**src/rtl/skew_stream_buffer.sv**
```systemverilog
// Double-buffered operand skewer for the systolic array edge: captures a tile of rows into one
// of two banks and replays it with lane l delayed by l*SKEW_STEP beats, zero-filled outside each window.
module skew_stream_buffer #(
  parameter int BITS      = 8,
  parameter int LANES     = 8,
  parameter int MAX_LEN   = 16,
  parameter int SKEW_STEP = 1
) (
  input  logic                  clk,
  input  logic                  rst_n,
  input  logic                  in_valid,
  output logic                  in_ready,
  input  logic [LANES*BITS-1:0] in_data,
  input  logic                  in_last,
  output logic                  out_valid,
  input  logic                  out_ready,
  output logic [LANES*BITS-1:0] out_data,
  output logic [LANES-1:0]      out_lane_valid,
  output logic                  busy,
  output logic                  done
);

  localparam int SKEW_SPAN = (LANES - 1) * SKEW_STEP;
  localparam int T_W       = $clog2(MAX_LEN + SKEW_SPAN + 1);
  localparam int PTR_W     = (MAX_LEN > 1) ? $clog2(MAX_LEN) : 1;
  localparam int MEM_D     = 1 << PTR_W;

  typedef enum logic [0:0] {IDLE = 1'b0, STREAM = 1'b1} state_t;

  state_t                  state_r, state_s;
  logic [BITS-1:0]         mem_r [2][MEM_D][LANES];
  logic [T_W-1:0]          len_r [2];
  logic [1:0]              full_r;
  logic                    wr_bank_r, rd_bank_r, rd_bank_s, sel_bank_s;
  logic [T_W-1:0]          wr_ptr_r, t_r, t_s, sel_t_s, beats_s;
  logic                    load_s, clear_s, release_s, done_s;
  logic                    in_fire_s, in_end_s, out_fire_s, last_beat_s;
  logic [LANES*BITS-1:0]   beat_data_s;
  logic [LANES-1:0]        beat_lv_s;

  assign in_ready    = !full_r[wr_bank_r];
  assign in_fire_s   = in_valid && in_ready;
  assign in_end_s    = in_last || (wr_ptr_r == T_W'(MAX_LEN - 1));
  assign out_valid   = (state_r == STREAM);
  assign busy        = (state_r == STREAM);
  assign out_fire_s  = out_valid && out_ready;
  assign beats_s     = len_r[rd_bank_r] + T_W'(SKEW_SPAN);
  assign last_beat_s = out_fire_s && (t_r == beats_s - T_W'(1));

  // Write pointer, bank lengths and full flags; the reader only ever clears the bank it owns.
  always_ff @(posedge clk or negedge rst_n) begin
    if (!rst_n) begin
      wr_bank_r <= 1'b0;
      wr_ptr_r  <= '0;
      full_r    <= 2'b00;
      len_r[0]  <= '0;
      len_r[1]  <= '0;
    end else begin
      if (in_fire_s) begin
        if (in_end_s) begin
          len_r[wr_bank_r]  <= wr_ptr_r + T_W'(1);
          full_r[wr_bank_r] <= 1'b1;
          wr_bank_r         <= ~wr_bank_r;
          wr_ptr_r          <= '0;
        end else begin
          wr_ptr_r <= wr_ptr_r + T_W'(1);
        end
      end
      if (release_s) begin
        full_r[rd_bank_r] <= 1'b0;
      end
    end
  end

  // Tile storage, written one row per accepted input beat.
  always_ff @(posedge clk) begin
    if (in_fire_s) begin
      for (int l = 0; l < LANES; l++) begin
        mem_r[wr_bank_r][wr_ptr_r[PTR_W-1:0]][l] <= in_data[l*BITS +: BITS];
      end
    end
  end

  // Skewed beat for (sel_bank_s, sel_t_s): lane g shows row t - g*SKEW_STEP when that row exists.
  for (genvar g = 0; g < LANES; g++) begin : g_lane
    localparam logic signed [T_W:0] OFF = (T_W + 1)'(g * SKEW_STEP);
    logic signed [T_W:0] idx_s;
    assign idx_s = $signed({1'b0, sel_t_s}) - OFF;
    assign beat_lv_s[g] = !idx_s[T_W] && (idx_s < $signed({1'b0, len_r[sel_bank_s]}));
    assign beat_data_s[g*BITS +: BITS] = beat_lv_s[g] ? mem_r[sel_bank_s][idx_s[PTR_W-1:0]][g]
                                                      : {BITS{1'b0}};
  end

  // Read FSM state register.
  always_ff @(posedge clk or negedge rst_n) begin
    if (!rst_n) begin
      state_r <= IDLE;
    end else begin
      state_r <= state_s;
    end
  end

  // Read FSM next state; the final beat chains straight into the other bank when it is ready.
  always_comb begin
    state_s = state_r;
    case (state_r)
      IDLE: begin
        if (full_r[rd_bank_r]) state_s = STREAM;
        else                   state_s = IDLE;
      end
      STREAM: begin
        if (last_beat_s) state_s = full_r[~rd_bank_r] ? STREAM : IDLE;
        else             state_s = STREAM;
      end
      default: state_s = IDLE;
    endcase
  end

  // Read FSM outputs: which beat to load into the output register, and bank hand-back.
  always_comb begin
    load_s     = 1'b0;
    clear_s    = 1'b0;
    release_s  = 1'b0;
    done_s     = 1'b0;
    sel_bank_s = rd_bank_r;
    sel_t_s    = '0;
    t_s        = t_r;
    rd_bank_s  = rd_bank_r;
    case (state_r)
      IDLE: begin
        if (full_r[rd_bank_r]) begin
          load_s = 1'b1;
          t_s    = '0;
        end else begin
          t_s = t_r;
        end
      end
      STREAM: begin
        if (last_beat_s) begin
          release_s = 1'b1;
          done_s    = 1'b1;
          rd_bank_s = ~rd_bank_r;
          t_s       = '0;
          if (full_r[~rd_bank_r]) begin
            load_s     = 1'b1;
            sel_bank_s = ~rd_bank_r;
          end else begin
            clear_s = 1'b1;
          end
        end else if (out_fire_s) begin
          load_s  = 1'b1;
          t_s     = t_r + T_W'(1);
          sel_t_s = t_r + T_W'(1);
        end else begin
          t_s = t_r;
        end
      end
      default: clear_s = 1'b1;
    endcase
  end

  // Registered beat outputs, held while the consumer stalls.
  always_ff @(posedge clk or negedge rst_n) begin
    if (!rst_n) begin
      t_r            <= '0;
      rd_bank_r      <= 1'b0;
      done           <= 1'b0;
      out_data       <= '0;
      out_lane_valid <= '0;
    end else begin
      t_r       <= t_s;
      rd_bank_r <= rd_bank_s;
      done      <= done_s;
      if (load_s) begin
        out_data       <= beat_data_s;
        out_lane_valid <= beat_lv_s;
      end else if (clear_s) begin
        out_data       <= '0;
        out_lane_valid <= '0;
      end
    end
  end

endmodule

```
**config.mk**
```make
export PLATFORM = sky130hd
export DESIGN_NAME = skew_stream_buffer
export DESIGN_NICKNAME = d
export VERILOG_FILES = /design/src/rtl/skew_stream_buffer.sv
export SDC_FILE = /design/constraint.sdc
export NUM_CORES = 2
export LEC_CHECK = 0
export BUFFER_PORTS_ARGS = -buffer_cell sky130_fd_sc_hd__buf_4
export CAP_MARGIN = 20
export CORE_MARGIN = 5
export CORE_UTILIZATION = 30
export CTS_CLUSTER_DIAMETER = 60
export DETAILED_ROUTE_END_ITERATION = 8
export PLACE_DENSITY = 0.49
export SLEW_MARGIN = 25
export SYNTH_ARGS = -nofsm -noshare
export SYNTH_HDL_FRONTEND = slang
export SYNTH_SLANG_ARGS = --single-unit
```
**constraint.sdc**
```tcl
create_clock -name clk -period 7.5 [get_ports clk]
set_clock_uncertainty 0.2 [all_clocks]
set_input_delay 2.25 -clock clk [delete_from_list [all_inputs] [get_ports clk]]
set_output_delay 2.25 -clock clk [all_outputs]
set_load 0.05 [all_outputs]
```
==> impl_metrics.ini <==
[worst_setup_path]
rr_worst_depth = 23
path_cells = buf_4 -> mux2i_4 -> ha_1 -> xor2_1 -> xnor2_1 -> and4_1 -> a21oi_4 -> ha_1 -> nor2b_1 -> nor3_1 -> a21oi_1 -> nor2_1 -> a21o_1 -> buf_4 -> clkinv_1 -> ha_1 -> a21o_1 -> a221oi_1 -> o211ai_1 -> buf_4 -> nor2_1 -> o31ai_1 -> o211ai_1
cp-start-kind = flip-flop
worst_ep_arrival_time_ns = 7.25
slowest_delay_ns = 0.73
cp.required_ns = 8.10
critPathKind = reg -> reg
critPathMaxFanout = 14
worst_path_max_delay_cell = and4_1
worst-path-buf-inv = 4
cp_top_family = simple AND/OR/NAND/NOR gates
cp-end-kind = flip-flop
worstSetupPathDepth = 23

[power]
p_leak_nw = 40.33
vdd_drop_max_mv = 0.3230
power_density_nw_per_um2 = 386.8

[place]
io_buffers = 144
place_hpwl_um = 279300
finalWeightedCongestion = 0.9326

[timing]
worst_pin_slew_ns = 1.218
rsz0062_at_grt = no
tns_ns = 0
slew_viol_final = 0
fmax_mhz = 150.2
setup_violations = 0
fin_crit_sh_pct = 88.78
fin_crit_ns = 6.659
timing.final.hold_violations = 0
whs_ns = 0.2918
slew_headroom_pct = 18.62

[floorplanning]
die_width_um = 570.1
die_h_um = 570.1
dieArea_um2 = 325000
io_pins = 145
core_um2 = 312200
start_util_pct = 30.15
row_count = 205

[synthesis]
ys_warn_count = 0
yosysTopAreaCell = edfxtp_1
postSynthNetCount = 7574
synth_adder_area_share_pct = 0.5982
synth-compound-area-share_pct = 11.23
ys_seq_area_share_pct = 67.95
synthArstFlopShare_pct = 4.567
synth_area_leaders = edfxtp_1, nand2_1, a21o_1, mux2i_1, dfrtp_1
synth-seq-cells = 2146
syn_inst = 7460
synth_top_cell_area_share_pct = 65.34
synth_xor_area_share_pct = 0.2991
syn_area_um2 = 94120
avgSynthCellArea_um2 = 12.62
synth-simple-area-share_pct = 12.51
synthMuxAreaShare_pct = 4.140
synth_top_family_by_area = simple AND/OR/NAND/NOR gates
synthFlopType = edfxtp_1
synth_cell_types = 79
synth_enable_flop_cells = 2048

[min_path]
hp-class = reg -> reg
hold_depth = 2

[cts]
cts_made_buffers = 232
clk_pin_slew_ns = 0.06
root_buffer = clkbuf_16
cts_tree = built
postCtsHoldBufs = 0
htree_levels = 4
postCtsSetupBuffers = 0
clk_latency_ns = 0.88
cts_sinks = 2146
clockBufferDepth = 3
cts_resized = 0

[routing]
drt_pass1_iterations = 6
wl_per_cell_um = 37.91
antenna_left = 0
routed_wirelength_um = 448800
via_per_inst = 5.946
drt_iter0_markers = 12000
drcViolationCount = 0
vias = 70390

[global_route]
grt_pass1_vias = 65590
overflow = 0
antenna_found_initial = 68
track_usage_pct = 26.65
grt_pass1_wl_um = 593200
grt_max_degree = 138

[cells_and_area]
drive_gt1_share_pct = 12.79
fillers = 30500
syn_to_final_growth_pct = 15.09
layout.nets = 7570
final_core_util_pct = 34.70

[run_status]
status = complete, no violations

[run]
cap_viol_max_count = 0
==> registers in the layout, summed over array words and instances (netlist names), 2 cells and up <==
name and flops:
full_r 2, len_r 10, mem_r 2048, out_data 64, out_lane_valid 8, t_r 5, wr_ptr_r 5
==> stage by stage <==
stage	std cells	power (W)	instance area, um2	worst slack, ns
floorplan	7460	0.02264	94120	0.4212
global route	11810	0.04277	108200	0.6723
global placement	11360	0.03024	100700	0.4747
detailed placement	11360	0.03034	100900	0.6180
finish	11840	0.04190	108300	0.8414
CTS	11800	0.04139	108200	1.071
==> metal layers <==
metal  GRT usage [%]  wire length (um)  share of wire (%)
met2           38.87            191700                 43
met3           8.109             59370                 13
met4           12.79             24490                5.5
met5               0               215              0.048
met1           36.07            173000                 39
==> final timing paths <==
kind | to | slack, ns | start
max | out_data[46] | 0.84 | rd_bank_r
min | out_lane_valid[1] | 0.29 | out_lane_valid[1]
max reg2reg | out_data[46] | 0.84 | rd_bank_r
min reg2reg | out_lane_valid[1] | 0.29 | out_lane_valid[1]
max in group asynchronous | out_data[55] | 4.62 | rst_n
min in group asynchronous | out_data[60] | 1.09 | rst_n
==> area by class of cell <==
| type | count | area (um2) | share of cell area [%] |
|---|---|---|---|
| Antenna cell | 41 | 102.6 | 0.09472 |
| Clock buffer | 324 | 6436 | 5.942 |
| Clock inverter | 111 | 859.6 | 0.7936 |
| Inverter | 22 | 92.59 | 0.08548 |
| Multi-Input combinational cell | 4609 | 27620 | 25.50 |
| Sequential cell | 2146 | 63950 | 59.04 |
| Tap cell | 4140 | 5180 | 4.782 |
| Timing Repair Buffer | 445 | 4074 | 3.761 |
==> synthesized netlist by cell type (52+ instances only) <==
master,instances
o21ai_0,59
a31oi_1,112
mux2i_1,252
o221ai_1,64
nand2_1,1918
a21oi_1,198
nor2_1,52
clkbuf_1,336
edfxtp_1,2048
and3_1,146
a21o_1,689
buf_2,146
mux4_2,54
dfrtp_1,98
nand3_1,370
o22ai_1,70
a311oi_1,58
nor2b_1,117
buf_1,144
==> worst register-to-register path, cell delays in order (launching register included) <==
cell	delay, ns
dfrtp_1	0.52
buf_4	0.29
mux2i_4	0.28
ha_1	0.18
xor2_1	0.17
xnor2_1	0.18
and4_1	0.73
a21oi_4	0.33
ha_1	0.34
nor2b_1	0.15
nor3_1	0.17
a21oi_1	0.08
nor2_1	0.12
a21o_1	0.10
buf_4	0.19
clkinv_1	0.11
ha_1	0.32
a21o_1	0.17
a221oi_1	0.29
o211ai_1	0.29
buf_4	0.34
nor2_1	0.74
o31ai_1	0.18
o211ai_1	0.13
==> logic make-up after synthesis <==
family,Yosys count
XOR/XNOR,30
AO/OA/AOI/OAI,1472
adder cells (fa/ha/maj),45
buffers and inverters,705
flip-flops,2146
AND/OR/NAND/NOR,2743
multiplexers,319
==> cell usage in the layout (no fill, tap or decap), drive strengths merged, types with 79 or more instances in the layout <==
| cell type | count |
|---|---|
| mux2i | 253 |
| nand3 | 370 |
| a31oi | 112 |
| clkinv | 93 |
| clkbuf | 324 |
| nor2b | 117 |
| a21oi | 201 |
| buf | 445 |
| edfxtp | 2048 |
| nand2 | 1919 |
| o21ai | 79 |
| dfrtp | 98 |
| a21o | 689 |
| and3 | 146 |
==> where the power goes <==
part / leakage [nW] / internal (W) / total [W] / switching (W)
Sequential: 19.7 / 0.0136 / 0.0140 / 0.000452
Combinational: 17.0 / 0.00445 / 0.0167 / 0.0122
Clock: 3.59 / 0.00630 / 0.0112 / 0.00489
Total: 40.3 / 0.0243 / 0.0419 / 0.0176
No activity file was read; power rests on OpenSTA's default activity.
